**src/rtl/logic_unit_seq_if.sv**
```systemverilog
// logic_unit_seq_if
//   Handshake/bus bundle for logic_unit_seq.
//   master : operand source and result consumer (drives in_valid/op/a/b/out_ready)
//   slave  : the logic unit (drives in_ready/out_valid/result/zf/sf[/pf])
//   Signals:
//     in_valid, in_ready : operand-side handshake
//     op[1:0]            : 00 XOR, 01 AND, 10 OR, 11 XNOR
//     a, b [WIDTH-1:0]   : operands
//     out_valid,out_ready: result-side handshake
//     result[WIDTH-1:0]  : op(a,b)
//     zf, sf             : result==0, result MSB
//     pf                 : even parity of result (only with LOGIC_UNIT_PARITY_EN)
interface logic_unit_seq_if #(
  parameter int WIDTH = 64
);
  logic             in_valid;
  logic             in_ready;
  logic [1:0]       op;
  logic [WIDTH-1:0] a;
  logic [WIDTH-1:0] b;
  logic             out_valid;
  logic             out_ready;
  logic [WIDTH-1:0] result;
  logic             zf;
  logic             sf;
`ifdef LOGIC_UNIT_PARITY_EN
  logic             pf;

  modport master (
    output in_valid, op, a, b, out_ready,
    input  in_ready, out_valid, result, zf, sf, pf
  );

  modport slave (
    input  in_valid, op, a, b, out_ready,
    output in_ready, out_valid, result, zf, sf, pf
  );
`else
  modport master (
    output in_valid, op, a, b, out_ready,
    input  in_ready, out_valid, result, zf, sf
  );

  modport slave (
    input  in_valid, op, a, b, out_ready,
    output in_ready, out_valid, result, zf, sf
  );
`endif
endinterface

```
**src/rtl/logic_unit_seq.sv**
```systemverilog
// logic_unit_seq
//   Multi-cycle bitwise logic unit (XOR/AND/OR/XNOR) for the Y86 execute path.
//   Operands are latched on acceptance and processed CHUNK bits per cycle,
//   LSB slice first, over NCH = WIDTH/CHUNK cycles. Produces result plus
//   Y86-style ZF/SF flags behind a valid/ready handshake.
//   Optional macro LOGIC_UNIT_PARITY_EN adds pf (even parity of result).
//   Ports:
//     clk   : system clock, rising edge
//     rst_n : asynchronous active-low reset
//     bus   : logic_unit_seq_if.slave (in_valid/in_ready/op/a/b,
//             out_valid/out_ready/result/zf/sf[/pf])
//   FSM: IDLE (in_ready=1) -> BUSY (NCH cycles) -> DONE (out_valid=1) -> IDLE
module logic_unit_seq #(
  parameter int WIDTH = 64,
  parameter int CHUNK = 16
) (
  input  logic              clk,
  input  logic              rst_n,
  logic_unit_seq_if.slave   bus
);

  localparam int NCH = (CHUNK > 0) ? (WIDTH / CHUNK) : 1;
  localparam int CW  = (NCH > 1) ? $clog2(NCH) : 1;
  localparam logic [CW-1:0] LAST = CW'(NCH - 1);

  localparam logic [1:0] S_IDLE = 2'd0;
  localparam logic [1:0] S_BUSY = 2'd1;
  localparam logic [1:0] S_DONE = 2'd2;

  // Reject configurations that cannot be split into whole slices.
  generate
    if (CHUNK <= 0) begin : g_bad_chunk
      $error("logic_unit_seq: CHUNK must be greater than zero");
    end else if ((WIDTH % CHUNK) != 0) begin : g_bad_width
      $error("logic_unit_seq: WIDTH must be a multiple of CHUNK");
    end
  endgenerate

  logic [1:0]       state_reg;
  logic [CW-1:0]    cnt_reg;
  logic [1:0]       op_reg;
  logic [WIDTH-1:0] a_reg;
  logic [WIDTH-1:0] b_reg;
  logic [WIDTH-1:0] result_reg;
  logic             zero_reg;   // running "all slices so far were zero"
  logic             zf_reg;
  logic             sf_reg;
`ifdef LOGIC_UNIT_PARITY_EN
  logic             par_reg;    // running XOR of all result bits so far
  logic             pf_reg;
`endif

  logic [CHUNK-1:0] a_slice;
  logic [CHUNK-1:0] b_slice;
  logic [CHUNK-1:0] slice_next;
  logic             slice_zero;

  // One CHUNK-wide datapath, steered onto the current slice by the counter.
  assign a_slice = a_reg[int'(cnt_reg) * CHUNK +: CHUNK];
  assign b_slice = b_reg[int'(cnt_reg) * CHUNK +: CHUNK];

  always_comb begin
    slice_next = '0;
    case (op_reg)
      2'b00:   slice_next = a_slice ^ b_slice;
      2'b01:   slice_next = a_slice & b_slice;
      2'b10:   slice_next = a_slice | b_slice;
      default: slice_next = ~(a_slice ^ b_slice);
    endcase
  end

  assign slice_zero = (slice_next == '0);

  always_ff @(posedge clk or negedge rst_n) begin
    if (!rst_n) begin
      state_reg  <= S_IDLE;
      cnt_reg    <= '0;
      op_reg     <= '0;
      a_reg      <= '0;
      b_reg      <= '0;
      result_reg <= '0;
      zero_reg   <= 1'b0;
      zf_reg     <= 1'b0;
      sf_reg     <= 1'b0;
`ifdef LOGIC_UNIT_PARITY_EN
      par_reg    <= 1'b0;
      pf_reg     <= 1'b0;
`endif
    end else begin
      case (state_reg)
        S_IDLE: begin
          if (bus.in_valid) begin
            a_reg      <= bus.a;
            b_reg      <= bus.b;
            op_reg     <= bus.op;
            result_reg <= '0;
            zero_reg   <= 1'b1;
            cnt_reg    <= '0;
`ifdef LOGIC_UNIT_PARITY_EN
            par_reg    <= 1'b0;
`endif
            state_reg  <= S_BUSY;
          end
        end
        S_BUSY: begin
          result_reg[int'(cnt_reg) * CHUNK +: CHUNK] <= slice_next;
          zero_reg <= zero_reg & slice_zero;
`ifdef LOGIC_UNIT_PARITY_EN
          par_reg  <= par_reg ^ (^slice_next);
`endif
          if (cnt_reg == LAST) begin
            // Flags fold in the final slice directly rather than waiting a
            // cycle for the running registers to catch up.
            zf_reg    <= zero_reg & slice_zero;
            sf_reg    <= slice_next[CHUNK-1];
`ifdef LOGIC_UNIT_PARITY_EN
            pf_reg    <= ~(par_reg ^ (^slice_next));
`endif
            cnt_reg   <= '0;
            state_reg <= S_DONE;
          end else begin
            cnt_reg <= cnt_reg + 1'b1;
          end
        end
        S_DONE: begin
          if (bus.out_ready) begin
            state_reg <= S_IDLE;
          end
        end
        default: state_reg <= S_IDLE;
      endcase
    end
  end

  assign bus.in_ready  = (state_reg == S_IDLE);
  assign bus.out_valid = (state_reg == S_DONE);
  assign bus.result    = result_reg;
  assign bus.zf        = zf_reg;
  assign bus.sf        = sf_reg;
`ifdef LOGIC_UNIT_PARITY_EN
  assign bus.pf        = pf_reg;
`endif

endmodule
```
**src/flat_wrapper.sv**
```systemverilog
// flat-port wrapper written by rule: the top's interface ports become plain ports
module logic_unit_seq_flat 
#(
  parameter int WIDTH = 64,
  parameter int CHUNK = 16
)
  (clk, rst_n, bus_in_valid, bus_op, bus_a, bus_b, bus_out_ready, bus_in_ready, bus_out_valid, bus_result, bus_zf, bus_sf);
  logic_unit_seq_if #(.WIDTH(WIDTH)) bus_i ();
  input  logic clk;
  input  logic rst_n;
  input wire logic [$bits(bus_i.in_valid)-1:0] bus_in_valid;
  input wire logic [$bits(bus_i.op)-1:0] bus_op;
  input wire logic [$bits(bus_i.a)-1:0] bus_a;
  input wire logic [$bits(bus_i.b)-1:0] bus_b;
  input wire logic [$bits(bus_i.out_ready)-1:0] bus_out_ready;
  output wire logic [$bits(bus_i.in_ready)-1:0] bus_in_ready;
  output wire logic [$bits(bus_i.out_valid)-1:0] bus_out_valid;
  output wire logic [$bits(bus_i.result)-1:0] bus_result;
  output wire logic [$bits(bus_i.zf)-1:0] bus_zf;
  output wire logic [$bits(bus_i.sf)-1:0] bus_sf;
  assign bus_i.in_valid = bus_in_valid;
  assign bus_i.op = bus_op;
  assign bus_i.a = bus_a;
  assign bus_i.b = bus_b;
  assign bus_i.out_ready = bus_out_ready;
  assign bus_in_ready = bus_i.in_ready;
  assign bus_out_valid = bus_i.out_valid;
  assign bus_result = bus_i.result;
  assign bus_zf = bus_i.zf;
  assign bus_sf = bus_i.sf;
  logic_unit_seq #(.WIDTH(WIDTH), .CHUNK(CHUNK)) u_core (.clk(clk), .rst_n(rst_n), .bus(bus_i));
endmodule
```
**config.mk**
```make
export PLATFORM = sky130hd
export DESIGN_NAME = logic_unit_seq_flat
export DESIGN_NICKNAME = d
export VERILOG_FILES = /design/src/rtl/logic_unit_seq_if.sv /design/src/rtl/logic_unit_seq.sv /design/src/flat_wrapper.sv
export SDC_FILE = /design/constraint.sdc
export NUM_CORES = 1
export LEC_CHECK = 0
export CAP_MARGIN = 20
export CORE_UTILIZATION = 45
export CTS_CLUSTER_SIZE = 10
export DETAILED_ROUTE_END_ITERATION = 8
export GPL_ROUTABILITY_DRIVEN = 1
export HOLD_SLACK_MARGIN = 0.12
export PLACE_DENSITY_LB_ADDON = 0.25
export SYNTH_ARGS = -nofsm -noshare
export SYNTH_HDL_FRONTEND = slang
export SYNTH_SLANG_ARGS = --single-unit
export TNS_END_PERCENT = 10
```
**constraint.sdc**
```tcl
create_clock -name clk -period 5.94 [get_ports clk]
set_input_delay 0.594 -clock clk [delete_from_list [all_inputs] [get_ports clk]]
set_output_delay 0.594 -clock clk [all_outputs]
set_load 0.03 [all_outputs]
```
After elaboration in Yosys (flattened, before gate mapping)
Cells that the tools add are included.
Word-level totals
  bits in latches: 0
  input bits: 134
  bits in registers: 201
  ROM bits: 0
  memories: 0
  memory bits (writable): 0
Cells by class
  $mul: 0
  div/mod/pow operators: 0
  multiplexer cells: 13
  shift operators: 4
  bitwise operators: 5
  add/subtract/negate cells: 2
  equal/unequal tests: 8
  magnitude comparators: 0
  reductions and logical operators: 8
Operators by type and width (number)
  one-hot mux 64 bit (2 select lines): 1
  variable part select 64 x 7 -> 16 bit: 2
  bitwise mux 64 bit: 1
  2-to-1 mux 64 bit: 1
  variable shift 16 x 33 -> 64 bit (first input constant): 1
  variable part select 16 x 33 -> 64 bit: 1
  one-hot mux 16 bit (3 select lines): 1
  negator 6 -> 33 bit: 1
  AND 16 bit: 1
  zero test 16 bit: 1
  inverter 16 bit: 1
  OR 16 bit: 1
  bitwise XOR 16 bit: 1
  2-to-1 mux 2 bit: 5
  equality test 2 bit (second input constant): 3
  one-hot mux 2 bit (3 select lines): 1
  AND reduction 2 bit: 3
  equality test 2 x 1 -> 1 bit (second input constant): 2
  zero test 2 bit: 2
  inequality test 2 bit (second input constant): 2
  one-hot mux 2 bit (2 select lines): 1
  AND reduction 3 bit: 1
  adder 2 x 1 -> 2 bit (second input constant): 1
  inequality test 2 x 1 -> 1 bit (second input constant): 1
  4 further kinds: 4

Longest topological paths before layout
Gate-level depths: netlist (run 1).
  word-level depth: 7
  depth in mapped cells: 11

Worst setup path before layout (run 1)
OpenSTA, ideal clock, no wires.
  path kind: flip-flop to flip-flop
  from: register u_core.cnt_reg[0]
  to: register u_core.zf_reg (netlist: u_core.bus.zf)
  path slack: 3.244 ns
  path buffers: 2
  data arrival time: 2.619 ns
  library setup time: 0.076 ns
  cell stages (with the launch flop): 12
  data required time: 5.864 ns
  cell sequence: dfrtp_1 buf_2 buf_2 mux4_2 inv_1 ha_1 nor2b_1 nor3_1 a21oi_1 nor4_2 nand4_1 o21ai_1
On the way
  word-level cells in the longest chain between the ends: 6
  elaborated cells on any way between the ends: 11
  classes of those cells: 1 x eq/ne; 2 x shift; 1 x mux; 5 x bitwise; 2 x reduce/logical
RTL lines
  from (decl): RTL line logic_unit_seq.sv:40  | logic [CW-1:0] cnt_reg;
  from (signal assigned): RTL line logic_unit_seq.sv:122  | cnt_reg <= cnt_reg + 1'b1;
  variable part select 64 x 7 -> 16 bit (on tied branches): RTL line logic_unit_seq.sv:59, logic_unit_seq.sv:60
  bitwise XOR 16 bit: RTL line logic_unit_seq.sv:65, logic_unit_seq.sv:68
  inverter 16 bit: RTL line logic_unit_seq.sv:68  | default: slice_next = ~(a_slice ^ b_slice);
  one-hot mux 16 bit (3 select lines): RTL line logic_unit_seq.sv:64  | case (op_reg)
  zero test 16 bit: RTL line logic_unit_seq.sv:72  | assign slice_zero = (slice_next == '0);
  AND 1 bit: RTL line logic_unit_seq.sv:114  | zf_reg <= zero_reg & slice_zero;
  to (signal assigned): RTL line logic_unit_seq.sv:114
  to (decl): RTL line logic_unit_seq.sv:46  | logic zf_reg;
Parallel ways exist; a longest one is shown, timed or not.
A chain may end at the register's enable or synchronous reset.

Worst setup path after layout (run 1)
Ends and elaborated chain as after synthesis.

==> run metrics, run 1 <==
Placed Cells=approximately 1.4k; Final Cycle Share=57.56%; CORE AREA=20430 sq um; largest net degree at the start of global routing=84; total grt overflow=0; Yosys warnings=0; RSZ-0062 raised after global routing=false; Tmin final=between 3000 and 4000 ps; Mean Syn Cell Area=9.985 sq um; H-tree Lvls=1; fin util=60.31%; final hold slack=469.3 ps; relative slew slack=35.87%; MaxCap Viol Count=0; CP startpoint kind=register; detailed-route wire length=~25 mm; Post-Syn Area=9475 sq um; Placer Congestion=0.8538; worst-skew pair later-pin latency=500 ps; layout cells sized above 1=8.546%; Hold Crit Class=reg -> reg; DIE HEIGHT=147.1 um; vias per cell=5.249; 1st-iter DRT viols=447; CP Max Fanout=22; wire length per cell=17.80 um; most common cell after layout, fill and taps aside=nand2_1; main area contributors after synthesis=dfrtp_1 53%, nand2_1 16%, mux4_2 7.6%, a22o_1 5.9%, ha_1 4.8%; clock buffer depth=3; worst-margin pin slew=962.0 ps; initial antenna violation count=0; Crit Path Category=reg -> reg; synth unique cells=30; vias=between 7k and 8k; Crit path max-delay family=flip-flops; IO buf count=approximately 200; post-place setup slack=2478 ps; Hold Violations, Final=0; ant diodes=0; Yosys top cell area share=53.08%; Worst EP required=6370 ps; Num Clock Sinks=201; PD cells=574.2 nW/um^2; final setup margin=2521 ps; WP buf/inv=2; Final HPWL DP=approximately 17 mm; CP Capture Type=register; 1st-pass router iterations=5; critical path, cell by cell=buf_4 > mux4_2 > inv_1 > ha_1 > nor2b_1 > nor3_1 > a21oi_1 > nor4_2 > nand4_1 > o21ai_1; fmax=292.5 MHz; Layout Cells excl Fill=1405; post-CTS setup buffers=0; IR drop worst, VDD=roughly 250 uV; CTS buffer count=24; CTS resizes=0; Final Net Count=1297; Pleak=5.929 nW; largest area contributor in the netlist=dfrtp_1; post-route antenna net violation count=0; most frequent cells in the layout=412 x nand2_1, 200 x clkdlybuf4s50_1, 198 x dfrtp_1, 64 x a22o_1, 36 x ha_1; IO Count=between 200 and 250; number of synthesized register bits=around 200; hold_buf cts=1; die width=147.1 um; DRC errors left=0; Max Slew Vio Count=0; Syn-to-layout area delta=30.03%; first-pass GRT wire length=40.20 mm; final setup vio count=0; Syn Inst Count=949; clock-pin slew on the worst setup and hold paths=60 ps; die area=21640 sq um; outcome=completed; CP max stage cell=dfrtp_2; Seq/Total Area, Yosys=53.08%; total track usage=24.01%; vias in the first global route=between 7k and 8k; Worst Skew=around 11 ps; Initial Util=a little under half; Mapped Nets=1119; CTS tree=done; arrival time worst endpoint=between 3000 and 4000 ps; row count=52; root buf cell=clkbuf_16; Setup TNS Final=0 ps; Crit path largest cell delay=approximately 860 ps
-- Yosys cell counts, drive strengths merged --
| library cell | count |
|---|---|
| nand4 | 1 |
| o21ai | 21 |
| nand2b | 2 |
| mux4 | 32 |
| nand3 | 2 |
| buf | 36 |
| clkbuf | 23 |
| a21oi | 20 |
| nor3 | 18 |
| dfrtp | 201 |
| and3b | 1 |
| o31ai | 2 |
| and3 | 1 |
| nand2 | 413 |
| nor2b | 33 |
| a22o | 64 |
| inv | 35 |
| ha | 36 |
| mux2 | 1 |
| nor4 | 5 |
| nor2 | 1 |
| and2 | 1 |
-- metrics by stage --
step | power, mW | instance area (sq um)
finish | 7.074 | 12320
global route | 7.604 | 12320
CTS | 7.123 | 12290
detailed placement | 5.786 | 11600
global placement | 5.655 | 11600
floorplan | 4.710 | 9475
-- area by class of cell --
type | count | area, sq um
fillers | 1780 | 8109
flip-flops and latches | 201 | 5034
multi-input cells | 654 | 4025
repair buffers | 211 | 2113
clock buffers | 34 | 679.4
well taps | 270 | 337.8
inverters | 35 | 131.4
-- layer usage --
metal  GRT usage, %  vias to the layer above  share of wire (%)  wire length, um
met5              0                        -                  0                0
li1               -                     3469                  -                -
met2          38.37                      265                 47            11810
met3          4.193                       54                6.2             1547
met1          32.67                     3587                 43            10730
met4          9.639                        0                3.7              922
-- cells by family after synthesis --
family	synth area share, %
flops	53.08
simple gates	21.34
buf+inv	4.542
mux	7.725
fa+ha+maj	4.754
compound gates	8.557
-- worst reg2reg max path, delay by kind of cell (launching register included) --
family / cells / cell delay (ps)
DFF: 1 / 860
AOI/OAI and AO/OA: 2 / 310
and+or+nand+nor: 4 / 840
muxes: 1 / 580
buffers and inverters: 2 / 510
adders and majority gates: 1 / 240
-- report_power, final --
part	switching (mW)	internal [mW]	leakage, nW	total (mW)
Clock	0.520	0.778	0.331	1.30
Combinational	1.97	1.40	3.02	3.37
Sequential	0.486	1.92	2.58	2.41
Total	2.98	4.10	5.93	7.07
-- final timing paths --
| path | end | slack [ps] | startpoint | depth (start not counted) |
|---|---|---|---|---|
| worst max-delay path | u_core.bus.zf$_DFFE_PN0P_ | 2520 | u_core.cnt_reg[0]$_DFFE_PN0P_ | 10 |
| worst min-delay path | u_core.a_reg[54]$_DFFE_PN0P_ | 470 | u_core.a_reg[54]$_DFFE_PN0P_ | 2 |
| worst max register to register | u_core.bus.zf$_DFFE_PN0P_ | 2520 | u_core.cnt_reg[0]$_DFFE_PN0P_ | 10 |
| worst min register to register | u_core.a_reg[54]$_DFFE_PN0P_ | 470 | u_core.a_reg[54]$_DFFE_PN0P_ | 2 |
| max in group asynchronous | u_core.cnt_reg[1]$_DFFE_PN0P_ | 4040 | rst_n | 3 |
| min in group asynchronous | u_core.a_reg[19]$_DFFE_PN0P_ | 590 | rst_n | 2 |
(Power assumes the default switching activity.)
==> inputs of run 2 (changes only) <==
==> constraint.sdc (replaced) <==
create_clock -name clk -period 3.4 [get_ports clk]
set_input_delay 0.34 -clock clk [delete_from_list [all_inputs] [get_ports clk]]
set_output_delay 0.34 -clock clk [all_outputs]
set_load 0.03 [all_outputs]
==> run metrics, run 2 (synthesis results as in run 1) <==
die area=21640 sq um; vias in the first global route=7359; vias=7308; initial antenna violation count=0; first-pass GRT wire length=39.46 mm; vias per cell=approximately 5.2; post-place setup slack=637.6 ps; Hold Violations, Final=0; post-CTS setup buffers=0; CP startpoint kind=register; CP Capture Type=register; DRC errors left=0; row count=52; total track usage=23.32%; Final Net Count=1304; CP Max Fanout=21; final setup margin=586.6 ps; IO buf count=201; worst-skew pair later-pin latency=510 ps; wire length per cell=17.30 um; Setup TNS Final=0 ps; Internal Pwr Total=about 7 mW; register share of total power=about a third; R2R setup slack=between 500 and 600 ps; Crit Path Category=reg -> reg; relative slew slack=37.42%; fin util=60.56%; Initial Util=46.38%; outcome=completed; PD cells=1001 nW/um^2; 1st-pass router iterations=5; worst-margin pin slew=938.7 ps; Worst EP required=3790 ps; Hold Crit Class=in -> reg; footprint of the multi-input gates=4025 sq um; Final HPWL DP=roughly 17 mm; Filler Cell Count=1728; Placed Cells=1377; Tmin final=2813 ps; Final Cycle Share=82.75%; most common cell after layout, fill and taps aside=nand2_1; most frequent cells in the layout=412 x nand2_1, 200 x clkdlybuf4s50_1, 198 x dfrtp_1, 64 x a22o_1, 36 x ha_1; clock-pin slew on the worst setup and hold paths=around 60 ps; layout cells sized above 1=9.051%; H-tree Lvls=1; Layout Cells excl Fill=1408; RSZ-0062 raised after global routing=false; CORE AREA=20430 sq um; MaxCap Viol Count=0; worst r2r src=u_core.cnt_reg[1]$_DFFE_PN0P_; Clk pwr share=17.8%; CTS buffer count=24; Switch Pwr=roughly 5.2 mW; sequential cell area=slightly above 5000 sq um; Total Power=approximately 12 mW; CTS tree=done; logic gate share of total power=48.9%; Worst Skew=22.87 ps; Syn-to-layout area delta=30.58%; DIE HEIGHT=147.1 um; 1st-iter DRT viols=490; critical path startpoint=u_core.cnt_reg[1]$_DFFE_PN0P_; root buf cell=clkbuf_16; final setup vio count=0; Pleak=5.961 nW; clock buffer depth=3; Num Clock Sinks=201; post-route antenna net violation count=0; detailed-route wire length=24.36 mm; ant diodes=0; Placer Congestion=0.7984; die width=147.1 um; total grt overflow=0; Min-Delay Startpoint=bus_a[19]; Max Slew Vio Count=0; IO Count=202; IR drop worst, VDD=556.3 uV; largest net degree at the start of global routing=98; arrival time worst endpoint=3210 ps; fmax=355.4 MHz; sw frac=41.80%
run 2: critical path, stage by stage (launching register included):
cell	delay, ps
dfrtp_2	610
buf_12	220
mux4_2	350
inv_1	80
ha_1	240
nand2_1	70
o21ai_1	80
a21oi_1	670
nor4_1	110
nand3_1	170
o21ai_1	100
run 2: timing repair:
item	in CTS	in global routing
hold buffers	1	0
endpoints found under the hold margin	95	0
resized for setup	0	0
setup endpoints to repair	0	0
run 2: path summary, 6_finish.rpt:
check | to | cells past startpoint
max in group asynchronous | u_core.b_reg[28]$_DFFE_PN0P_ | 3
hold / removal | u_core.a_reg[19]$_DFFE_PN0P_ | 3
min in group asynchronous | u_core.a_reg[3]$_DFFE_PN0P_ | 2
hold reg to reg | u_core.a_reg[38]$_DFFE_PN0P_ | 2
setup reg to reg | u_core.bus.zf$_DFFE_PN0P_ | 10
setup / recovery | u_core.bus.zf$_DFFE_PN0P_ | 10
run 2: cell type report:
type / count / area share (%)
inverters: 35 / 1.062
flip-flops and latches: 201 / 40.68
clock inverters: 1 / 0.07079
clock buffers: 29 / 5.177
well taps: 270 / 2.730
multi-input cells: 654 / 32.53
repair buffers: 218 / 17.75
run 2: metrics by stage:
stage          cell area, sq um  hold WS (ps)
6_report                  12370         354.7
5_1_grt                   12370         360.7
4_1_cts                   12370         348.2
3_5_place_dp              11710         459.9
3_3_place_gp              11710         453.1
2_1_floorplan              9475         44.41
run 2: power by group through the flow:
stage | Sequential (mW) | Clock (mW) | Combinational, mW
floorplan | 4.12 | 0 | 4.11
global placement | 4.14 | 0 | 5.87
detailed placement | 4.14 | 0 | 6.06
CTS | 4.12 | 2.25 | 6.10
global route | 4.24 | 2.34 | 6.74
finish | 4.12 | 2.21 | 6.06
run 2: metal layers:
layer	GRT usage [%]	part of all wire, %
met4	6.598	2.2
met2	38.09	48
met3	3.012	5.5
met1	32.81	44
met5	0	0
